## config.mk

```make
export PLATFORM = sky130hd
export DESIGN_NAME = image_fetch
export DESIGN_NICKNAME = d
export VERILOG_FILES = /design/src/rtl/img_pkg.sv /design/src/rtl/fetch_addr_gen.sv /design/src/rtl/image_fetch.sv
export SDC_FILE = /design/constraint.sdc
export NUM_CORES = 1
export LEC_CHECK = 0
export ABC_CLOCK_PERIOD_IN_PS = 4600
export CAP_MARGIN = 20
export CORE_AREA = 10 10 81 83
export CTS_BUF_LIST = sky130_fd_sc_hd__clkbuf_16
export CTS_CLUSTER_DIAMETER = 200
export DETAILED_ROUTE_END_ITERATION = 16
export DIE_AREA = 0 0 91 93
export PLACE_DENSITY_LB_ADDON = 0.08
export SYNTH_ARGS = -nofsm -noshare
export SYNTH_HDL_FRONTEND = slang
export SYNTH_SLANG_ARGS = --single-unit
```

## constraint.sdc

```tcl
create_clock -name clk -period 4.6 [get_ports clk]
set_input_delay 0.92 -clock clk [delete_from_list [all_inputs] [get_ports clk]]
set_output_delay 0.92 -clock clk [all_outputs]
set_load 0.01 [all_outputs]
```

## src/rtl/img_pkg.sv

```systemverilog
// Shared image geometry and fetch FSM encoding, used by image_fetch and the preprocess block.
package img_pkg;

    localparam int unsigned IMG_COLS   = 540;
    localparam int unsigned IMG_ROWS   = 540;
    localparam int unsigned PRIME_ROWS = 3;
    localparam int unsigned ADDR_W     = 19;

    typedef enum logic [2:0] {
        StIdle,
        StPrime,
        StWait,
        StRow,
        StDrain
    } fetch_state_e;

endpackage

```

## src/rtl/fetch_addr_gen.sv

```systemverilog
// Column, burst-row and linear address counters for image_fetch.
// Flags the last read of the current PRIME or ROW burst.
module fetch_addr_gen
    import img_pkg::*;
#(
    parameter int unsigned COLS = 540,
    parameter int unsigned AW   = 19
) (
    input  logic          clk,
    input  logic          rst,
    input  logic          clear,
    input  logic          next_row,
    input  logic          step,
    output logic [AW-1:0] addr,
    output logic          col_last,
    output logic          burst_last
);

    localparam int unsigned COL_W = (COLS > 1) ? $clog2(COLS) : 1;

    logic [COL_W-1:0] col;
    logic [1:0]       brow;
    logic             prime;

    assign col_last   = (col == COL_W'(COLS - 1));
    assign burst_last = col_last && (!prime || (brow == 2'(PRIME_ROWS - 1)));

    // The address is left on the last read of a burst and bumped when the next row starts,
    // so it never steps past the final pixel of the image.
    always_ff @(posedge clk) begin
        if (rst) begin
            addr  <= '0;
            col   <= '0;
            brow  <= '0;
            prime <= 1'b0;
        end else if (clear) begin
            addr  <= '0;
            col   <= '0;
            brow  <= '0;
            prime <= 1'b1;
        end else if (next_row) begin
            addr  <= addr + AW'(1);
            col   <= '0;
            brow  <= '0;
            prime <= 1'b0;
        end else if (step) begin
            addr <= addr + AW'(1);
            if (col_last) begin
                col  <= '0;
                brow <= brow + 2'd1;
            end else begin
                col <= col + COL_W'(1);
            end
        end
    end

endmodule

```

## src/rtl/image_fetch.sv

```systemverilog
// Streams image rows from memory: a 3-row prime burst, then one row per request.
// Holds the burst FSM and the 2-stage valid/data pipeline.
module image_fetch
    import img_pkg::fetch_state_e, img_pkg::StIdle, img_pkg::StPrime, img_pkg::StWait,
           img_pkg::StRow, img_pkg::StDrain;
#(
    parameter int unsigned IMG_COLS = img_pkg::IMG_COLS,
    parameter int unsigned IMG_ROWS = img_pkg::IMG_ROWS,
    parameter int unsigned ADDR_W   = img_pkg::ADDR_W
) (
    input  logic              clk,
    input  logic              rst,
    input  logic              start_i,
    input  logic              row_req_i,
    output logic              mem_rd_o,
    output logic [ADDR_W-1:0] mem_addr_o,
    input  logic [7:0]        mem_data_i,
    output logic [7:0]        data_o,
    output logic              fetch_en_o,
    output logic              row_done_o,
    output logic              img_done_o,
    output logic              busy_o,
    output logic [9:0]        cnt_row_o
);

    fetch_state_e      state;
    logic              mem_rd;
    logic              drain_2nd;
    logic              img_done;
    logic              rd_d1;
    logic              last_d1;
    logic              fetch_en;
    logic              row_done;
    logic [7:0]        data;
    logic [9:0]        cnt_row;
    logic              clear;
    logic              next_row;
    logic              step;
    logic              col_last;
    logic              burst_last;
    logic [ADDR_W-1:0] addr;

    assign clear    = (state == StIdle) && start_i;
    assign next_row = (state == StWait) && row_req_i;
    assign step     = ((state == StPrime) || (state == StRow)) && !burst_last;

    fetch_addr_gen #(
        .COLS (IMG_COLS),
        .AW   (ADDR_W)
    ) u_addr_gen (
        .clk        (clk),
        .rst        (rst),
        .clear      (clear),
        .next_row   (next_row),
        .step       (step),
        .addr       (addr),
        .col_last   (col_last),
        .burst_last (burst_last)
    );

    always_ff @(posedge clk) begin
        if (rst) begin
            state     <= StIdle;
            mem_rd    <= 1'b0;
            drain_2nd <= 1'b0;
            img_done  <= 1'b0;
        end else begin
            img_done <= 1'b0;
            unique case (state)
                StIdle: begin
                    if (start_i) begin
                        state  <= StPrime;
                        mem_rd <= 1'b1;
                    end
                end
                StPrime, StRow: begin
                    if (burst_last) begin
                        state     <= StDrain;
                        mem_rd    <= 1'b0;
                        drain_2nd <= 1'b0;
                    end
                end
                StWait: begin
                    if (row_req_i) begin
                        state  <= StRow;
                        mem_rd <= 1'b1;
                    end
                end
                StDrain: begin
                    drain_2nd <= 1'b1;
                    // The last row_done has already bumped cnt_row by the second drain cycle.
                    if (drain_2nd) begin
                        drain_2nd <= 1'b0;
                        if (cnt_row == 10'(IMG_ROWS)) begin
                            state    <= StIdle;
                            img_done <= 1'b1;
                        end else begin
                            state <= StWait;
                        end
                    end
                end
                default: begin
                    state  <= StIdle;
                    mem_rd <= 1'b0;
                end
            endcase
        end
    end

    always_ff @(posedge clk) begin
        if (rst) begin
            rd_d1    <= 1'b0;
            last_d1  <= 1'b0;
            fetch_en <= 1'b0;
            row_done <= 1'b0;
            data     <= 8'd0;
            cnt_row  <= 10'd0;
        end else begin
            rd_d1    <= mem_rd;
            last_d1  <= mem_rd && col_last;
            fetch_en <= rd_d1;
            row_done <= last_d1;
            data     <= rd_d1 ? mem_data_i : 8'd0;
            if (clear) begin
                cnt_row <= 10'd0;
            end else if (last_d1) begin
                cnt_row <= cnt_row + 10'd1;
            end
        end
    end

    assign mem_rd_o   = mem_rd;
    assign mem_addr_o = addr;
    assign data_o     = data;
    assign fetch_en_o = fetch_en;
    assign row_done_o = row_done;
    assign img_done_o = img_done;
    assign busy_o     = (state != StIdle);
    assign cnt_row_o  = cnt_row;

endmodule

```

==> run metrics, run 1 <==
outcome=completed; ant diodes=0; CTS Hold Bufs=0; Power Internal=0.963 mW; grt ovf=0; Metal-1 WL=2580 um; # H-tree levels=3; multi-input logic area=0.00132 sq mm; routed vias=2200; worst-margin pin slew=881 ps; cell count after synthesis=293; post-DR wirelength/cell=13.8 um; total clock sinks=60; post-DP HPWL=4160 um; First DRT Iteration DRCs=107; Die W=91 um; RR Startpoint=state[0]; post-route ant nets=0; post-synth top area share=0.460; syn nets=310; data required time at the worst endpoint=3680 ps; setup ws final=1810 ps; std cell rows=26; antenna violations before repair=0; Max Root-Sink Buffers=2; top sig layer=met4; Post-synth EDFFs=0; flops & latches, synth=60; DRC errors left=0; port buffer count=53; Vias per Instance=5.25; pwr dens=355 mW/mm^2; Seq/Total Area, Yosys=0.460; final WL=5800 um; critical path class=reg2out; YS warnings=0; Synth top cells by count=60 x dfxtp_1, 43 x nor2_1, 18 x nand2_1; maximum vdd drop=0.000287 V; most frequent cell after synthesis=dfxtp_1; crit path launch=state[0]; crit path time final=2790 ps; Rel. slew slack=0.413; CTS tree=yes; Layout area overhead=32.2%; layout cells sized above 1=0.0516; Synth async-reset ratio=0; root buf cell=clkbuf_16; HP Class=reg2reg; Post-synth top flop=dfxtp_1; total CTS buffers=9; Synth area leaders=dfxtp_1 46%, nor2_1 6.2%, xnor2_1 5.7%, xor2_1 3.7%, nand4_1 3.4%; register area=0.00120 sq mm; synthesized area per cell=8.92 sq um; largest net degree at the start of global routing=29; metal3 WL=336 um; Resized Gates After CTS=0; worst hold slack=497 ps; worst-path maximum fanout=19; GRT Util Overall=0.145; switch share=0.214; Crit. End Element=output port; worst hold start=u_addr_gen.addr[18]; clk_skew=5.44 ps; I/O pin cnt=54; Clock Power Share=0.518; clk slew on worst S/H paths=50 ps; CP Launch Type=flip-flop; final-report hold violation count=0; Fin Setup TNS=0 ps; Netlist Area Pre-Place=0.00261 sq mm; Fill cells=437; NumNets Final=361; crit share post-route=0.607; dominant cell type by area after synthesis=dfxtp_1; Switch Pwr=0.262 mW; max-slew violation count=0; maximum clock rate=0.358 GHz; Final setup viols=0; RD Place Congestion=0.791; Critical Path AT=1870 ps; core area=0.00501 sq mm; Reg power frac=0.437; setup repair bufs after CTS=0; pre-CTS WS=1710 ps; WL met2=2770 um; die height=93 um; RSZ-0062 raised after global routing=no; Lkg Pwr=1.19 nW; vias in the first global route=2088; first-pass GRT wire length=10300 um; Cell variety after synth=45; die area=0.00846 sq mm; Clk Latency, worst-skew pair=320 ps; max-cap violation count=0; combinational share of power=0.045; TritonRoute pass-1 iters=4; Initial Utilization=0.521
## placed cells by master, fill, tap and decap left out, drive strengths merged, types with 2 or more instances in the layout
| cell | Yosys | routed |
|---|---|---|
| clkinv | 0 | 4 |
| nor4b | 2 | 2 |
| xor2 | 11 | 11 |
| a211oi | 7 | 7 |
| nor4 | 3 | 3 |
| nand4 | 14 | 14 |
| and4 | 5 | 5 |
| clkdlybuf4s50 | 0 | 53 |
| nor3 | 4 | 4 |
| or3 | 4 | 4 |
| o31ai | 2 | 2 |
| and2 | 8 | 8 |
| or4 | 3 | 3 |
| nand2 | 18 | 18 |
| and4b | 2 | 2 |
| a21oi | 17 | 17 |
| o21ai | 7 | 7 |
| clkbuf | 9 | 9 |
| inv | 9 | 10 |
| ha | 5 | 5 |
| dfxtp | 60 | 60 |
| o21a | 3 | 3 |
| nor2 | 43 | 43 |
| nand2b | 4 | 4 |
| and3 | 4 | 4 |
| nor2b | 5 | 5 |
| or2 | 2 | 2 |
| nand3 | 7 | 7 |
| a21o | 2 | 2 |
| xnor2 | 17 | 17 |
## cells by family after synthesis
logic type               share of synthesized area
AND/OR/NAND/NOR                              0.269
flip-flops                                   0.460
AO/OA/AOI/OAI                                0.109
XOR/XNOR                                    0.0939
buffers and inverters                       0.0364
adder cells (fa/ha/maj)                     0.0239
multiplexers                               0.00814
## registers in the layout, summed over array words and instances, names as in the netlist
register          flops
cnt_row_o            10
data_o                8
drain_2nd             1
fetch_en_o            1
img_done_o            1
last_d1               1
mem_rd_o              1
rd_d1                 1
row_done_o            1
state                 3
u_addr_gen.addr      19
u_addr_gen.brow       2
u_addr_gen.col       10
u_addr_gen.prime      1
## power groups by stage
stage | Sequential [mW] | Clock, mW | Combinational [mW]
final | 0.535 | 0.634 | 0.0552
after global placement | 0.545 | 0 | 0.0550
after CTS | 0.535 | 0.640 | 0.0561
after floorplan | 0.543 | 0 | 0.0342
after global routing | 0.536 | 0.669 | 0.0617
after detailed placement | 0.546 | 0 | 0.0556
## through the flow
stage / instance area, sq um / cells / utilization / total power, mW
floorplan: 2610 / 293 / - / 0.577
global placement: 3170 / 403 / 0.633 / 0.600
detailed placement: 3170 / 403 / 0.633 / 0.601
CTS: 3450 / 419 / 0.689 / 1.23
global route: 3450 / 419 / 0.689 / 1.27
finish: 3450 / 419 / 0.689 / 1.22
## path summary, 6_finish.rpt
check | to | slack, ps | cells after the start
setup reg to reg | u_addr_gen.addr[10] | 2370 | 5
setup / recovery | busy_o | 1810 | 3
hold reg to reg | u_addr_gen.addr[18] | 500 | 2
hold / removal | u_addr_gen.addr[18] | 500 | 2
## cell type report
type | count | area share
multi-input cells | 211 | 0.381
flip-flops and latches | 60 | 0.348
repair buffers | 53 | 0.154
clock buffers | 9 | 0.0652
well taps | 70 | 0.0254
clock inverters | 7 | 0.0170
inverters | 9 | 0.00978
## critical path: stages (launching register included)
cell and delay, ps:
dfxtp_1 730, nor3_1 210, inv_1 90, clkdlybuf4s50_1 530
## metal layers
layer | global-route usage | up-vias
li1 | - | 1128
met1 | 0.177 | 997
met2 | 0.232 | 65
met3 | 0.0400 | 10
met4 | 0.0705 | 0
met5 | 0 | -
Power figures use the tool's default switching activity.
==> run 2: changes to the inputs <==
ABC_CLOCK_PERIOD_IN_PS = 2760   (was 4600)
CORE_AREA = 10 10 83 85   (was 10 10 81 83)
DIE_AREA = 0 0 93 95   (was 0 0 91 93)
clock period = 2.76 ns   (was 4.6 ns; I/O delays follow)
==> run 2 against run 1 <==
Net effect:
- core utilization decreased by 3.8 points
- sequential cell count unchanged
- largest power group unchanged
- worst hold slack worse by 8.3 ps
- clock power increased by 61%
- sequential share of layout area fell by 0.23 points
- via count rose by 1.4%
- combinational power rose by 87%
==> run metrics, run 2 (synthesis results as in run 1) <==
outcome=completed (unchanged); worst hold start=u_addr_gen.addr[5] (was u_addr_gen.addr[18]); R2R Path End=u_addr_gen.addr[14] (was u_addr_gen.addr[10]); CTS Hold Bufs=0 (unchanged); NumNets Final=365 (was 361); CTS tree=yes (unchanged); DRC errors left=0 (unchanged); First DRT Iteration DRCs=82 (was 107); Worst R2R Setup Slack=690 ps (was 2370 ps); pwr dens=579 mW/mm^2 (was 355 mW/mm^2); die area=0.00884 sq mm (was 0.00846 sq mm); std cell rows=27 (was 26); Resized Gates After CTS=0 (unchanged); layout cells sized above 1=0.0540 (was 0.0516); most frequent cells in the layout=60 x dfxtp_1, 53 x clkdlybuf4s50_1, 43 x nor2_1, 18 x nand2_1 (unchanged); max-slew violation count=0 (unchanged); final WL=5870 um (was 5800 um); max FFs per register=19 (unchanged); commonest non-fill, non-tap cell in the layout=dfxtp_1 (unchanged); Die W=93 um (was 91 um); CP Launch Type=flip-flop (unchanged); core area=0.00534 sq mm (was 0.00501 sq mm); Metal-1 WL=2690 um (was 2580 um); RD Place Congestion=0.865 (was 0.791); post-DR wirelength/cell=13.8 um (about the same); clk slew on worst S/H paths=50 ps (about the same); Layout area overhead=33.0% (was 32.2%); placed cell count=409 (was 403); data required time at the worst endpoint=2210 ps (was 3680 ps); port buffer count=53 (unchanged); Max Root-Sink Buffers=2 (unchanged); TritonRoute pass-1 iters=4 (unchanged); Fin Setup TNS=0 ps (unchanged); setup repair bufs after CTS=0 (unchanged); Worst Reg-to-Reg Cells=6 (was 5); Clk Latency, worst-skew pair=320 ps (about the same); vias in the first global route=2124 (was 2088); Vias per Instance=5.26 (was 5.25); Crit. End Element=output port (unchanged); post-route ant nets=0 (unchanged); RSZ-0062 raised after global routing=no (unchanged); HP Class=reg2reg (unchanged); maximum vdd drop=0.000444 V (was 0.000287 V); Worst Hold Path EP=u_addr_gen.addr[5] (was u_addr_gen.addr[18]); Lkg Pwr=1.21 nW (was 1.19 nW); worst-path maximum fanout=8 (was 19); top sig layer=met4 (unchanged); clk_skew=5.45 ps (was 5.44 ps); total CTS buffers=9 (unchanged); crit share post-route=0.781; die height=95 um (was 93 um); Final setup viols=0 (unchanged); max-cap violation count=0 (unchanged); final-report hold violation count=0 (unchanged); routed vias=2231 (was 2200); largest net degree at the start of global routing=21 (was 29); WL met2=2740 um (was 2770 um); critical path class=reg2out (unchanged); Critical Path AT=1600 ps (was 1870 ps); grt ovf=0 (unchanged); GRT Util Overall=0.138 (was 0.145); post-DP HPWL=4350 um (was 4160 um); total clock sinks=60 (unchanged); # H-tree levels=3 (unchanged); antenna violations before repair=0 (unchanged); hold path depth=2 (unchanged); root buf cell=clkbuf_16 (unchanged); maximum clock rate=0.464 GHz; crit path time final=2160 ps; Biggest register=u_addr_gen.addr (unchanged); Non-Filler Instances=424 (was 419); worst-margin pin slew=526 ps (was 881 ps); metal3 WL=354 um (was 336 um); Initial Utilization=0.489 (was 0.521); ant diodes=0 (unchanged); I/O pin cnt=54 (unchanged); first-pass GRT wire length=9920 um (was 10300 um); Rel. slew slack=0.646 (was 0.413); RR Startpoint=u_addr_gen.col[0] (was state[0])
==> run 2: changes by cell type in the layout (fill, tap and decap cells not counted), sizes merged <==
| cell | previous run | this run |
|---|---|---|
| buf | 0 | 4 |
| clkinv | 4 | 3 |
| clkinvlp | 1 | 0 |
| inv | 10 | 11 |
==> run 2: worst max path at each step <==
| stage | startpoint | endpoint | slack (ps) | cells past startpoint |
|---|---|---|---|---|
| 6_report | state[0] | busy_o | 600 | 3 |
| 5_1_grt | state[0] | busy_o | 460 | 3 |
| 4_1_cts | state[0] | busy_o | 590 | 3 |
| 3_5_place_dp | row_req_i | u_addr_gen.addr[5] | 300 | 6 |
| 3_3_place_gp | row_req_i | u_addr_gen.addr[5] | 340 | 6 |
| 2_1_floorplan | u_addr_gen.col[0] | u_addr_gen.addr[14] | 800 | 7 |
==> run 2: report_power, final <==
part	internal (mW)	leakage, nW	switching, mW
registers	0.879	0.485	0.0103
clock network	0.675	0.140	0.346
logic	0.0478	0.584	0.0552
total	1.60	1.21	0.411
==> run 2: worst max-delay path: stages, from the launching register on <==
cell	delay [ps]
dfxtp_1	390
nor3_1	320
inv_1	100
clkdlybuf4s50_1	490
==> run 2: cell type report <==
class / instances / area (sq um)
flip-flops and latches: 60 / 1200
multi-input cells: 211 / 1320
repair buffers: 57 / 561
clock buffers: 9 / 225
clock inverters: 6 / 48.8
inverters: 9 / 33.8
fillers: 483 / 1860
well taps: 72 / 90.1
==> run 2: per-layer routing <==
metal  global-route usage  vias to the layer above
met2                0.211                       48
li1                     -                     1134
met4               0.0617                        0
met3               0.0500                        8
met5                    0                        -
met1                0.171                     1041
==> run 2: metrics by stage <==
step / worst slack [ps] / total power [mW] / cell area (sq um) / hold WS (ps) / util
after floorplan: 800 / 0.962 / 2610 / 475 / -
after global placement: 340 / 1.01 / 3200 / 472 / 0.600
after detailed placement: 302 / 1.01 / 3200 / 483 / 0.600
after CTS: 595 / 2.04 / 3480 / 491 / 0.651
after global routing: 457 / 2.10 / 3480 / 523 / 0.651
final: 604 / 2.01 / 3480 / 489 / 0.651
